File: config.mk
export PLATFORM = sky130hd
export DESIGN_NAME = mem_access_guard
export DESIGN_NICKNAME = d
export VERILOG_FILES = /design/src/rtl/mem_access_guard.sv
export SDC_FILE = /design/constraint.sdc
export NUM_CORES = 1
export LEC_CHECK = 0
export ABC_AREA = 1
export CAP_MARGIN = 15
export CELL_PAD_IN_SITES_DETAIL_PLACEMENT = 1
export CELL_PAD_IN_SITES_GLOBAL_PLACEMENT = 2
export CORE_MARGIN = 4
export CORE_UTILIZATION = 34
export CTS_CLUSTER_DIAMETER = 60
export DETAILED_ROUTE_END_ITERATION = 8
export MAX_ROUTING_LAYER = met4
export PLACE_DENSITY = 0.77
export SLEW_MARGIN = 0
export SYNTH_ARGS = -nofsm -noshare
export SYNTH_HDL_FRONTEND = slang
export SYNTH_SLANG_ARGS = --single-unit
File: constraint.sdc
create_clock -name clk -period 2.2 [get_ports clk]
set_input_delay 0.22 -clock clk [delete_from_list [all_inputs] [get_ports clk]]
set_output_delay 0.22 -clock clk [all_outputs]
set_load 0.02 [all_outputs]
File: src/rtl/mem_access_guard.sv
// mem_access_guard
// MEM-stage load/store checker for the pipelined MIPS core. A small table of
// programmable address windows (base/mask/attr) decides whether each access is
// legal. Illegal accesses gate the memory write enable through access_ok. They
// are also latched into an exception record for CP0 and counted in a
// saturating fault counter.

module mem_access_guard #(
   parameter int ADDR_W      = 32,
   parameter int NUM_REGIONS = 4,
   parameter int CNT_W       = 8,
   parameter int IDX_W       = (NUM_REGIONS > 1) ? $clog2(NUM_REGIONS) : 1
) (
   input  logic              clk,
   input  logic              reset_n,
   input  logic              cfg_we,
   input  logic [IDX_W-1:0]  cfg_idx,
   input  logic [1:0]        cfg_sel,
   input  logic [ADDR_W-1:0] cfg_wdata,
   output logic [ADDR_W-1:0] cfg_rdata,
   input  logic              req_valid,
   input  logic [ADDR_W-1:0] req_addr,
   input  logic              req_load,
   input  logic              req_store,
   input  logic [1:0]        req_size,
   output logic              access_ok,
   output logic              exc_valid,
   output logic [4:0]        exc_code,
   output logic [1:0]        fault_kind,
   output logic [ADDR_W-1:0] bad_vaddr,
   input  logic              exc_ack,
   output logic [CNT_W-1:0]  fault_cnt
);

   // Reason a memory op was rejected; the encoding is what CP0 reads.
   typedef enum logic [1:0] {
      FK_NONE     = 2'd0,
      FK_MISALIGN = 2'd1,
      FK_NOREGION = 2'd2,
      FK_PERM     = 2'd3
   } faultKind_e;

   // Attribute bit positions inside each region's attr field.
   localparam int ATTR_EN  = 0;
   localparam int ATTR_RD  = 1;
   localparam int ATTR_WR  = 2;
   localparam int ATTR_SUB = 3;

   // Power-on window layout: boot RAM, data RAM and the word-only timer block.
   localparam logic [31:0] R0_BASE = 32'h0000_0000;
   localparam logic [31:0] R0_MASK = 32'hFFFF_E000;
   localparam logic [3:0]  R0_ATTR = 4'hF;
   localparam logic [31:0] R1_BASE = 32'h0000_2000;
   localparam logic [31:0] R1_MASK = 32'hFFFF_F000;
   localparam logic [3:0]  R1_ATTR = 4'hF;
   localparam logic [31:0] R2_BASE = 32'h0000_7F00;
   localparam logic [31:0] R2_MASK = 32'hFFFF_FFE8;
   localparam logic [3:0]  R2_ATTR = 4'h7;

   localparam logic [4:0] CODE_ADEL = 5'd4;
   localparam logic [4:0] CODE_ADES = 5'd5;

   // Region table
   logic [ADDR_W-1:0] regionBase_q [NUM_REGIONS];
   logic [ADDR_W-1:0] regionMask_q [NUM_REGIONS];
   logic [3:0]        regionAttr_q [NUM_REGIONS];

   // Exception record and fault counter
   logic              excValid_q, excValid_d;
   logic [4:0]        excCode_q, excCode_d;
   faultKind_e        faultKind_q, faultKind_d;
   logic [ADDR_W-1:0] badVaddr_q, badVaddr_d;
   logic [CNT_W-1:0]  faultCnt_q, faultCnt_d;

   // Request decode
   logic       cfgIdxValid;
   logic       memOp;
   logic       isStore;
   logic       isWord;
   logic       isHalf;
   logic       misaligned;
   logic       hitFound;
   logic [3:0] hitAttr;
   logic       permBad;
   faultKind_e faultNow;
   logic       fault;

   // An index beyond the table silently drops writes and reads back as zero.
   assign cfgIdxValid = (int'(cfg_idx) < NUM_REGIONS);

   // A request carrying both load and store is handled as a store.
   assign memOp   = req_valid & (req_load | req_store);
   assign isStore = req_store;
   assign isWord  = req_size[1];
   assign isHalf  = (req_size == 2'd1);

   assign misaligned = (isWord && (req_addr[1:0] != 2'b00)) ||
                       (isHalf && req_addr[0]);

   // Scan from the top index down so the lowest-index hit is the one left standing.
   always_comb begin
      hitFound = 1'b0;
      hitAttr  = 4'h0;
      for (int r = NUM_REGIONS - 1; r >= 0; r--) begin
         if (regionAttr_q[r][ATTR_EN] &&
             ((req_addr & regionMask_q[r]) == (regionBase_q[r] & regionMask_q[r]))) begin
            hitFound = 1'b1;
            hitAttr  = regionAttr_q[r];
         end
      end
   end

   assign permBad = (isStore ? !hitAttr[ATTR_WR] : !hitAttr[ATTR_RD]) ||
                    (!isWord && !hitAttr[ATTR_SUB]);

   // Classify the access; alignment beats region lookup, which beats permissions.
   always_comb begin
      faultNow = FK_NONE;
      if (memOp) begin
         if (misaligned) begin
            faultNow = FK_MISALIGN;
         end else if (!hitFound) begin
            faultNow = FK_NOREGION;
         end else if (permBad) begin
            faultNow = FK_PERM;
         end
      end
   end

   assign fault     = (faultNow != FK_NONE);
   assign access_ok = !memOp || !fault;

   // Combinational readback of the selected table field.
   always_comb begin
      cfg_rdata = '0;
      if (cfgIdxValid) begin
         case (cfg_sel)
            2'd0:    cfg_rdata = regionBase_q[cfg_idx];
            2'd1:    cfg_rdata = regionMask_q[cfg_idx];
            2'd2:    cfg_rdata = ADDR_W'(regionAttr_q[cfg_idx]);
            default: cfg_rdata = '0;
         endcase
      end
   end

   // Table storage: reset layout, then software writes land on the clock edge.
   always_ff @(posedge clk or negedge reset_n) begin
      if (!reset_n) begin
         for (int r = 0; r < NUM_REGIONS; r++) begin
            if (r == 0) begin
               regionBase_q[r] <= ADDR_W'(R0_BASE);
               regionMask_q[r] <= ADDR_W'(R0_MASK);
               regionAttr_q[r] <= R0_ATTR;
            end else if (r == 1) begin
               regionBase_q[r] <= ADDR_W'(R1_BASE);
               regionMask_q[r] <= ADDR_W'(R1_MASK);
               regionAttr_q[r] <= R1_ATTR;
            end else if (r == 2) begin
               regionBase_q[r] <= ADDR_W'(R2_BASE);
               regionMask_q[r] <= ADDR_W'(R2_MASK);
               regionAttr_q[r] <= R2_ATTR;
            end else begin
               regionBase_q[r] <= '0;
               regionMask_q[r] <= '0;
               regionAttr_q[r] <= 4'h0;
            end
         end
      end else if (cfg_we && cfgIdxValid) begin
         case (cfg_sel)
            2'd0:    regionBase_q[cfg_idx] <= cfg_wdata;
            2'd1:    regionMask_q[cfg_idx] <= cfg_wdata;
            2'd2:    regionAttr_q[cfg_idx] <= cfg_wdata[3:0];
            default: ;
         endcase
      end
   end

   // Next-state for the exception record and the saturating counter.
   always_comb begin
      excValid_d  = excValid_q;
      excCode_d   = excCode_q;
      faultKind_d = faultKind_q;
      badVaddr_d  = badVaddr_q;
      faultCnt_d  = faultCnt_q;
      if (fault && (!excValid_q || exc_ack)) begin
         excValid_d  = 1'b1;
         excCode_d   = isStore ? CODE_ADES : CODE_ADEL;
         faultKind_d = faultNow;
         badVaddr_d  = req_addr;
      end else if (exc_ack) begin
         excValid_d  = 1'b0;
         excCode_d   = 5'd0;
         faultKind_d = FK_NONE;
      end
      if (fault && (faultCnt_q != {CNT_W{1'b1}})) begin
         faultCnt_d = faultCnt_q + CNT_W'(1);
      end
   end

   // Record and counter registers; reset wipes a held record immediately.
   always_ff @(posedge clk or negedge reset_n) begin
      if (!reset_n) begin
         excValid_q  <= 1'b0;
         excCode_q   <= 5'd0;
         faultKind_q <= FK_NONE;
         badVaddr_q  <= '0;
         faultCnt_q  <= '0;
      end else begin
         excValid_q  <= excValid_d;
         excCode_q   <= excCode_d;
         faultKind_q <= faultKind_d;
         badVaddr_q  <= badVaddr_d;
         faultCnt_q  <= faultCnt_d;
      end
   end

   assign exc_valid  = excValid_q;
   assign exc_code   = excCode_q;
   assign fault_kind = faultKind_q;
   assign bad_vaddr  = badVaddr_q;
   assign fault_cnt  = faultCnt_q;

endmodule

==> flow_metrics.env <==
export IMPL_status="finished with violations"
export IMPL_violations="setup timing"
export IMPL_synth_main_ff_cell="dfrtp_1"
export IMPL_synth_edf_count=0
export IMPL_async_reset_ff_share_pct=100
export IMPL_fp_dieH_um=226
export IMPL_final_cell_mix="nand2_1, o21ai_0, buf_4"
export IMPL_hold_viol=0
export IMPL_ys_warnings_count=0
export IMPL_core_area_sq_um=46900
export IMPL_synth_top_family_by_area="compound AO/OA/AOI/OAI gates"
export IMPL_end_kind="primary output"
export IMPL_grt_overflow=0
export IMPL_required_ns=1.98
export IMPL_grt_use_total_pct=27.5
export IMPL_synthAdderAreaFrac_pct=0.0771
export IMPL_cp_start_kind="flop"
export IMPL_nets=2611
export IMPL_dp_hpwl_mm=48.0
export IMPL_crit_top_cell="nand2_2"
export IMPL_ir_worst_vdd_v=0.000433
export IMPL_crit_chain="inv_2 -> a21oi_2 -> o21ai_1 -> buf_4 -> nand4_1 -> buf_4 -> nor2_4 -> nand3_4 -> nor2_4 -> o21ai_1 -> nand2_2 -> nand2_2 -> nand2_2 -> nand2_2 -> nand2_2 -> inv_2 -> buf_6"
export IMPL_ys_seq_area_share_pct=49.4
export IMPL_antenna_cells=0
export IMPL_syn_avg_cell_area_sq_um=7.85
export IMPL_clock_path_buffers=3
export IMPL_fin_crit_ns=2.97
export IMPL_final_util_pct=50.3
export IMPL_syn_inst=2068
export IMPL_initial_core_util_pct=34.6
export IMPL_cp_arrival_ns=2.75
export IMPL_syn_area_sq_um=16200
export IMPL_ys_ff_latch=316
export IMPL_drc=0
export IMPL_synth_mux_area_share_pct=0
export IMPL_wire_per_inst_um=22.4
export IMPL_dieArea_sq_um=51300
export IMPL_via_per_inst=5.28
export IMPL_vias=16800
export IMPL_cts_tree="done"
export IMPL_relSlewSlack_pct=63.5
export IMPL_synth_simple_area_share_pct=19.8
export IMPL_critPathSlowestCell="dfrtp_1"
export IMPL_rsz0062_at_grt="yes"
export IMPL_antenna_found_initial=0
export IMPL_grt_pass1_wl_mm=105
export IMPL_drt_pass1_iter_count=5
export IMPL_power_leakage_nw=11.1
export IMPL_totalWireLength_mm=71.1
export IMPL_setup_viol=45
export IMPL_synth_xor_xnor_area_share_pct=0.324
export IMPL_min_path_type="input port to asynchronous set/reset pin"
export IMPL_preCtsSetupSlack_ns=-1.35
export IMPL_critical_path_max_fanout=3
export IMPL_ant_nets=0
export IMPL_first_global_vias=17800
export IMPL_post_route_period_util_pct=135
export IMPL_grt_max_degree=58
export IMPL_yosys_top_cells_area="dfrtp_1, dfstp_2, nand2_1"
export IMPL_netlist_area_leader_share_pct=35.5
export IMPL_finalMaxSlewViolations=0
export IMPL_synth_compound_area_share_pct=21.1
export IMPL_die_x_um=226
export IMPL_numCtsBuffers=41
export IMPL_postLayoutCellArea_sq_um=23600
export IMPL_area_delta_synth_final_pct=45.3
export IMPL_clock_fmax_mhz=337
export IMPL_final_common_cell="nand2_1"
export IMPL_fp_row_count=79
export IMPL_drv_cap=0
export IMPL_root_buffer="clkbuf_16"
export IMPL_postPlaceCellArea_sq_um=21200
export IMPL_yosys_area_top_type="dfrtp_1"
export IMPL_clock_sinks=316
export IMPL_layout_drive_gt1_share_pct=28.1
export IMPL_port_buffers=154
export IMPL_htreeDepth=2
export IMPL_clock_latency_ns=0.58
export IMPL_yosysUniqueCellTypes=41
export IMPL_drt_iter0_markers=983
export IMPL_clock_skew_ns=0.0304
export IMPL_place_gp_congestion=0.916
export IMPL_io_pins=158
export IMPL_max_stage_delay_ns=0.38
export IMPL_tightest_slew_ns=0.548
export IMPL_cts_clk_slew_worst_paths_ns=0.06
export IMPL_p_per_area_nw_per_um2=941
export IMPL_path_class="flop to primary output"
export IMPL_setup_ws_ns=-0.770
[power by group]
part	total [mW]	switching, mW	internal (mW)	leakage (nW)
registers	8.31	0.947	7.36	3.78
clock network	6.92	2.76	4.16	0.678
logic	6.95	3.76	3.19	6.69
[registers in the layout, summed over array words and instances, names as in the netlist]
signal	count
fault_cnt	8
regionMask_q	128
fault_kind	2
exc_code	2
regionAttr_q	16
bad_vaddr	32
regionBase_q	128
[synthesized netlist by cell type, types with 2 or more instances]
master,number
a21o_1,8
a21oi_1,89
a22o_1,22
a22oi_1,63
buf_1,2
buf_2,9
buf_4,6
buf_6,8
clkbuf_1,82
clkbuf_2,6
clkinv_1,2
dfrtp_1,230
dfstp_2,86
inv_1,257
inv_2,2
nand2_1,545
nand2_2,16
nand2_4,2
nand3_1,87
nand3_2,4
nand3b_1,6
nand4_1,7
nor2_1,109
nor2_2,5
nor3_1,2
o21a_1,2
o21ai_0,322
o221ai_1,52
o22ai_1,21
xor2_1,5
[stage by stage]
stage / std cells / power (mW) / hold WS [ns] / setup TNS (ns)
2_1_floorplan: 2070 / 11.0 / -0.0756 / 0
3_3_place_gp: 3066 / 14.5 / 0.207 / -72.34
3_5_place_dp: 3066 / 14.7 / 0.212 / -82.28
4_1_cts: 3165 / 22.0 / 0.193 / -30.06
5_1_grt: 3173 / 23.4 / 0.240 / -34.12
6_report: 3173 / 22.2 / 0.204 / -28.29
[area by class of cell]
class / count / area [sq um]
repair buffers: 532 / 5100
clock buffers: 62 / 1250
multi-input cells: 1381 / 7330
flip-flops and latches: 316 / 8020
fillers: 5557 / 23300
inverters: 261 / 987
clock inverters: 14 / 139
well taps: 607 / 759
[logic make-up (layout without fill, tap and decap cells)]
logic type               Yosys count  count (layout)
buffers and inverters            374             869
flip-flops                       316             316
AND/OR/NAND/NOR                  786             787
other                              1               3
XOR/XNOR                           6               6
AO/OA/AOI/OAI                    584             584
adder cells (fa/ha/maj)            1               1
[routing by layer]
metal / GRT usage [%] / part of all wire [%] / vias up
met4: 8.62 / 3.2 / 0
met5: - / 0 / -
met2: 45.9 / 48 / 386
met3: 2.94 / 4.6 / 122
met1: 35.5 / 44 / 8473
li1: - / - / 7774
[worst paths after layout]
path | from | end | slack (ns) | depth (start not counted)
max in group asynchronous | reset_n | regionMask_q[41] | 1.20 | 3
min reg2reg | bad_vaddr[3] | bad_vaddr[3] | 0.47 | 2
min | reset_n | fault_cnt[3] | 0.20 | 2
min in group clk | cfg_wdata[22] | regionMask_q[54] | 0.27 | 3
max reg2reg | regionMask_q[97] | bad_vaddr[23] | -0.70 | 22
max | regionMask_q[97] | access_ok | -0.77 | 17
[worst max-delay path: cells and delay by family, from the launching register on]
kind	cells	cell delay, ns
AND/OR/NAND/NOR	9	0.94
buffers and inverters	5	0.61
flip-flops	1	0.38
AO/OA/AOI/OAI	3	0.23
[what timing repair did]
action / 4_1_cts / 5_1_grt
gates cloned: 6 / 7
setup endpoints to repair: 77 / 60
hold buffers: 1 / 1
pin swaps: 32 / 31
hold endpoints to repair: 49 / 1
setup buffers: 17 / 2
gates resized for setup: 250 / 90
Power figures use the tool's default switching activity.
==> RTL change, RTL diff (config.mk and constraints unchanged) <==
Add an input register stage for `cfg_wdata`, without a reset; this delays it by one clock. The other inputs are not delayed to match.
--- a/src/rtl/mem_access_guard.sv
+++ b/src/rtl/mem_access_guard.sv
@@ -60,6 +60,12 @@
    localparam logic [4:0] CODE_ADEL = 5'd4;
    localparam logic [4:0] CODE_ADES = 5'd5;
 
+   logic [ADDR_W-1:0] cfg_wdata_q;
+
+   always_ff @(posedge clk) begin
+      cfg_wdata_q <= cfg_wdata;
+   end
+
    // Region table
    logic [ADDR_W-1:0] regionBase_q [NUM_REGIONS];
    logic [ADDR_W-1:0] regionMask_q [NUM_REGIONS];
@@ -167,9 +173,9 @@
          end
       end else if (cfg_we && cfgIdxValid) begin
          case (cfg_sel)
-            2'd0:    regionBase_q[cfg_idx] <= cfg_wdata;
-            2'd1:    regionMask_q[cfg_idx] <= cfg_wdata;
-            2'd2:    regionAttr_q[cfg_idx] <= cfg_wdata[3:0];
+            2'd0:    regionBase_q[cfg_idx] <= cfg_wdata_q;
+            2'd1:    regionMask_q[cfg_idx] <= cfg_wdata_q;
+            2'd2:    regionAttr_q[cfg_idx] <= cfg_wdata_q[3:0];
             default: ;
          endcase
       end
Behaviour: not the same (Yosys sat finds a counterexample within 4 cycles, from zero or initial values and one cycle with reset_n low).
==> RTL change against the unedited design <==
The flow still finishes with violations (negative setup slack). First-iteration DRC count increased by 13%. Routed wire length fell by 0.35%. Sequential share of layout area is 1.5 points higher. Synthesized cell count increased by 1.2%. Cell area increased by 3.6%. Cell count increased by 3.2%. Sequential power rose by 7.7%. Sequential cell count up 32. Area after synthesis is 3.8% higher. Setup slack better by 0.13 ns. Power rose by 5.3%. Critical endpoint unchanged. Largest power group unchanged.
==> RTL change: results (changes against the unedited design) <==
| Metric | Value |
|---|---|
| CTS buffer count | 44 (+7.3%) |
| Syn Area/Cell | 8.049 um^2 (+2.6%) |
| R2r setup slk | -0.62 ns (+0.08 ns) |
| Worst-path clk slew | 0.06 ns (about the same) |
| Share of cells above drive strength 1 | 29.35% (+1.3 points) |
| Worst slack at placement | -1.823 ns (-0.4694 ns) |
| Max clock buf depth | 3 (unchanged) |
| DR vias/cell | 5.148 (-2.5%) |
| EDFF count, synth | 0 (unchanged) |
| Internal Pwr Total | 15.72 mW (+6.8%) |
| Dpl hpwl | 49260 um (+2.7%) |
| Outcome | complete, but fails checks |
| Crit path to | access_ok |
| Initial DRC Count | 1113 (+13%) |
| Buffers on Ports | 154 (unchanged) |
| Crit Reg-Reg Endpoint | bad_vaddr[14]$_DFFE_PN0P_ |
| Largest net degree at the start of global routing | 61 (+5.2%) |
| Placed Cells | 3166 (+3.3%) |
| VDD IR max | 0.5345 mV (+23%) |
| Synth cell count leaders | nand2_1, o21ai_0, inv_1 |
| Final setup margin | -0.6442 ns (+0.1259 ns) |
| Final setup violating endpoints | 44 (-2.2%) |
| CP startpoint | regionBase_q[46]$_DFFE_PN1P_ |
| Nets | 2654 (+1.6%) |
| Cell family with most CP delay | simple AND/OR/NAND/NOR gates |
| Max incr delay on CP | 0.56 ns (+0.18 ns) |
| Hold depth | 3 |
| Placed Area | 0.02206 mm^2 (+4.2%) |
| Tot GR Track Use | 26.78% (-0.74 points) |
| First-pass GRT wire length | 106500 um (+0.92%) |
| Failing checks | negative setup slack |
| Crit path DAT | 2.62 ns (-0.13 ns) |
| Total Neg Setup Slack | -21.86 ns (+6.429 ns) |
| GPL Wtd Cong | 0.9102 (-0.65%) |
| Highest-delay cell along the critical path | dfstp_2 |
| Syn. warnings | 0 (unchanged) |
| Worst-path fanout max | 3 (unchanged) |
| RR Startpoint | regionBase_q[113]$_DFFE_PN0P_ |
| Clock Latency Late Sink | 0.57 ns |
| Slew Limit Fails | 0 (unchanged) |
| Ys async rst share | 90.80% (-9.2 points) |
| Leakage | 11.51 nW (+3.3%) |
| Register area share after synthesis | 51.38% (+2.0 points) |
| FILL cells | 5804 (+4.4%) |
| Fin cells | 3275 (+3.2%) |
| Initial antenna violation count | 2 (+2) |
| Routed WL per cell | 21.64 um (-3.5%) |
| Hold_ws | 0.07472 ns (-0.1289 ns) |
| Clock skew | 0.01354 ns (-0.01688 ns) |
| Regs by FF count | regionBase_q: 128 flops, regionMask_q: 128 flops |
| Worst-Margin Slew | 0.5846 ns (+0.03660 ns) |
| Min-delay src | req_addr[17] |
| Worst hold path class | input pin to flop |
| Vias in the first global route | 17934 (+0.93%) |
| Top post-synthesis cells by area | dfrtp_1, dfstp_2, nand2_1 |
| Most used flip-flop cell after synthesis | dfrtp_1 |
| FF-to-FF path depth | 20 (-9.1%) |
| Area grow syn2layout | 44.91% |
[RTL change: cell count changes after synthesis, moves of 4 or more]
cell / delta
nor2_1: +18
o22ai_1: -6
o21ai_0: -15
inv_1: -14
dfxtp_1: +32
nand2_1: +7
clkbuf_2: -4
[RTL change: logic make-up after synthesis]
logic type                 synth area share (%)
adders and majority gates               0.07425
buffers and inverters                     8.541
other                                   0.02226
xor gates and xnor gates                 0.3119
AOI/OAI and AO/OA                         19.87
and+or+nand+nor                           19.81
DFF                                       51.38
[RTL change: what timing repair did]
| item | CTS | global route |
|---|---|---|
| endpoints found under the hold margin | 52 | 0 |
| pin swaps | 25 | 38 |
| buffers inserted | 11 | 13 |
| cloned | 3 | 3 |
| hold buffers | 1 | 0 |
| resized for setup | 207 | 108 |
| setup endpoints to repair | 77 | 65 |
[RTL change: metal layers]
metal	routed length (um)	share of wire [%]	up-vias	track usage, %
met4	2742	3.9	0	9.924
met3	2966	4.2	136	3.554
met5	0	0	-	-
met1	30740	43	8457	33.67
met2	34410	49	385	44.36
li1	-	-	7883	-
[RTL change: area by class of cell]
type                            count  area share (%)
Antenna cell                        1         0.01025
Clock buffer                       64           5.438
Clock inverter                     16          0.7073
Inverter                          248           3.823
Multi-Input combinational cell   1392           30.38
Sequential cell                   348           35.46
Tap cell                          664           3.403
Timing Repair Buffer              542           20.78
[RTL change: power by group through the flow]
stage	sequential (mW)	combinational, mW	clock, mW
2_1_floorplan	8.97	2.70	0
3_3_place_gp	8.92	6.20	0
3_5_place_dp	8.98	6.38	0
4_1_cts	8.91	6.67	7.68
5_1_grt	9.11	7.57	7.94
6_report	8.95	6.91	7.49
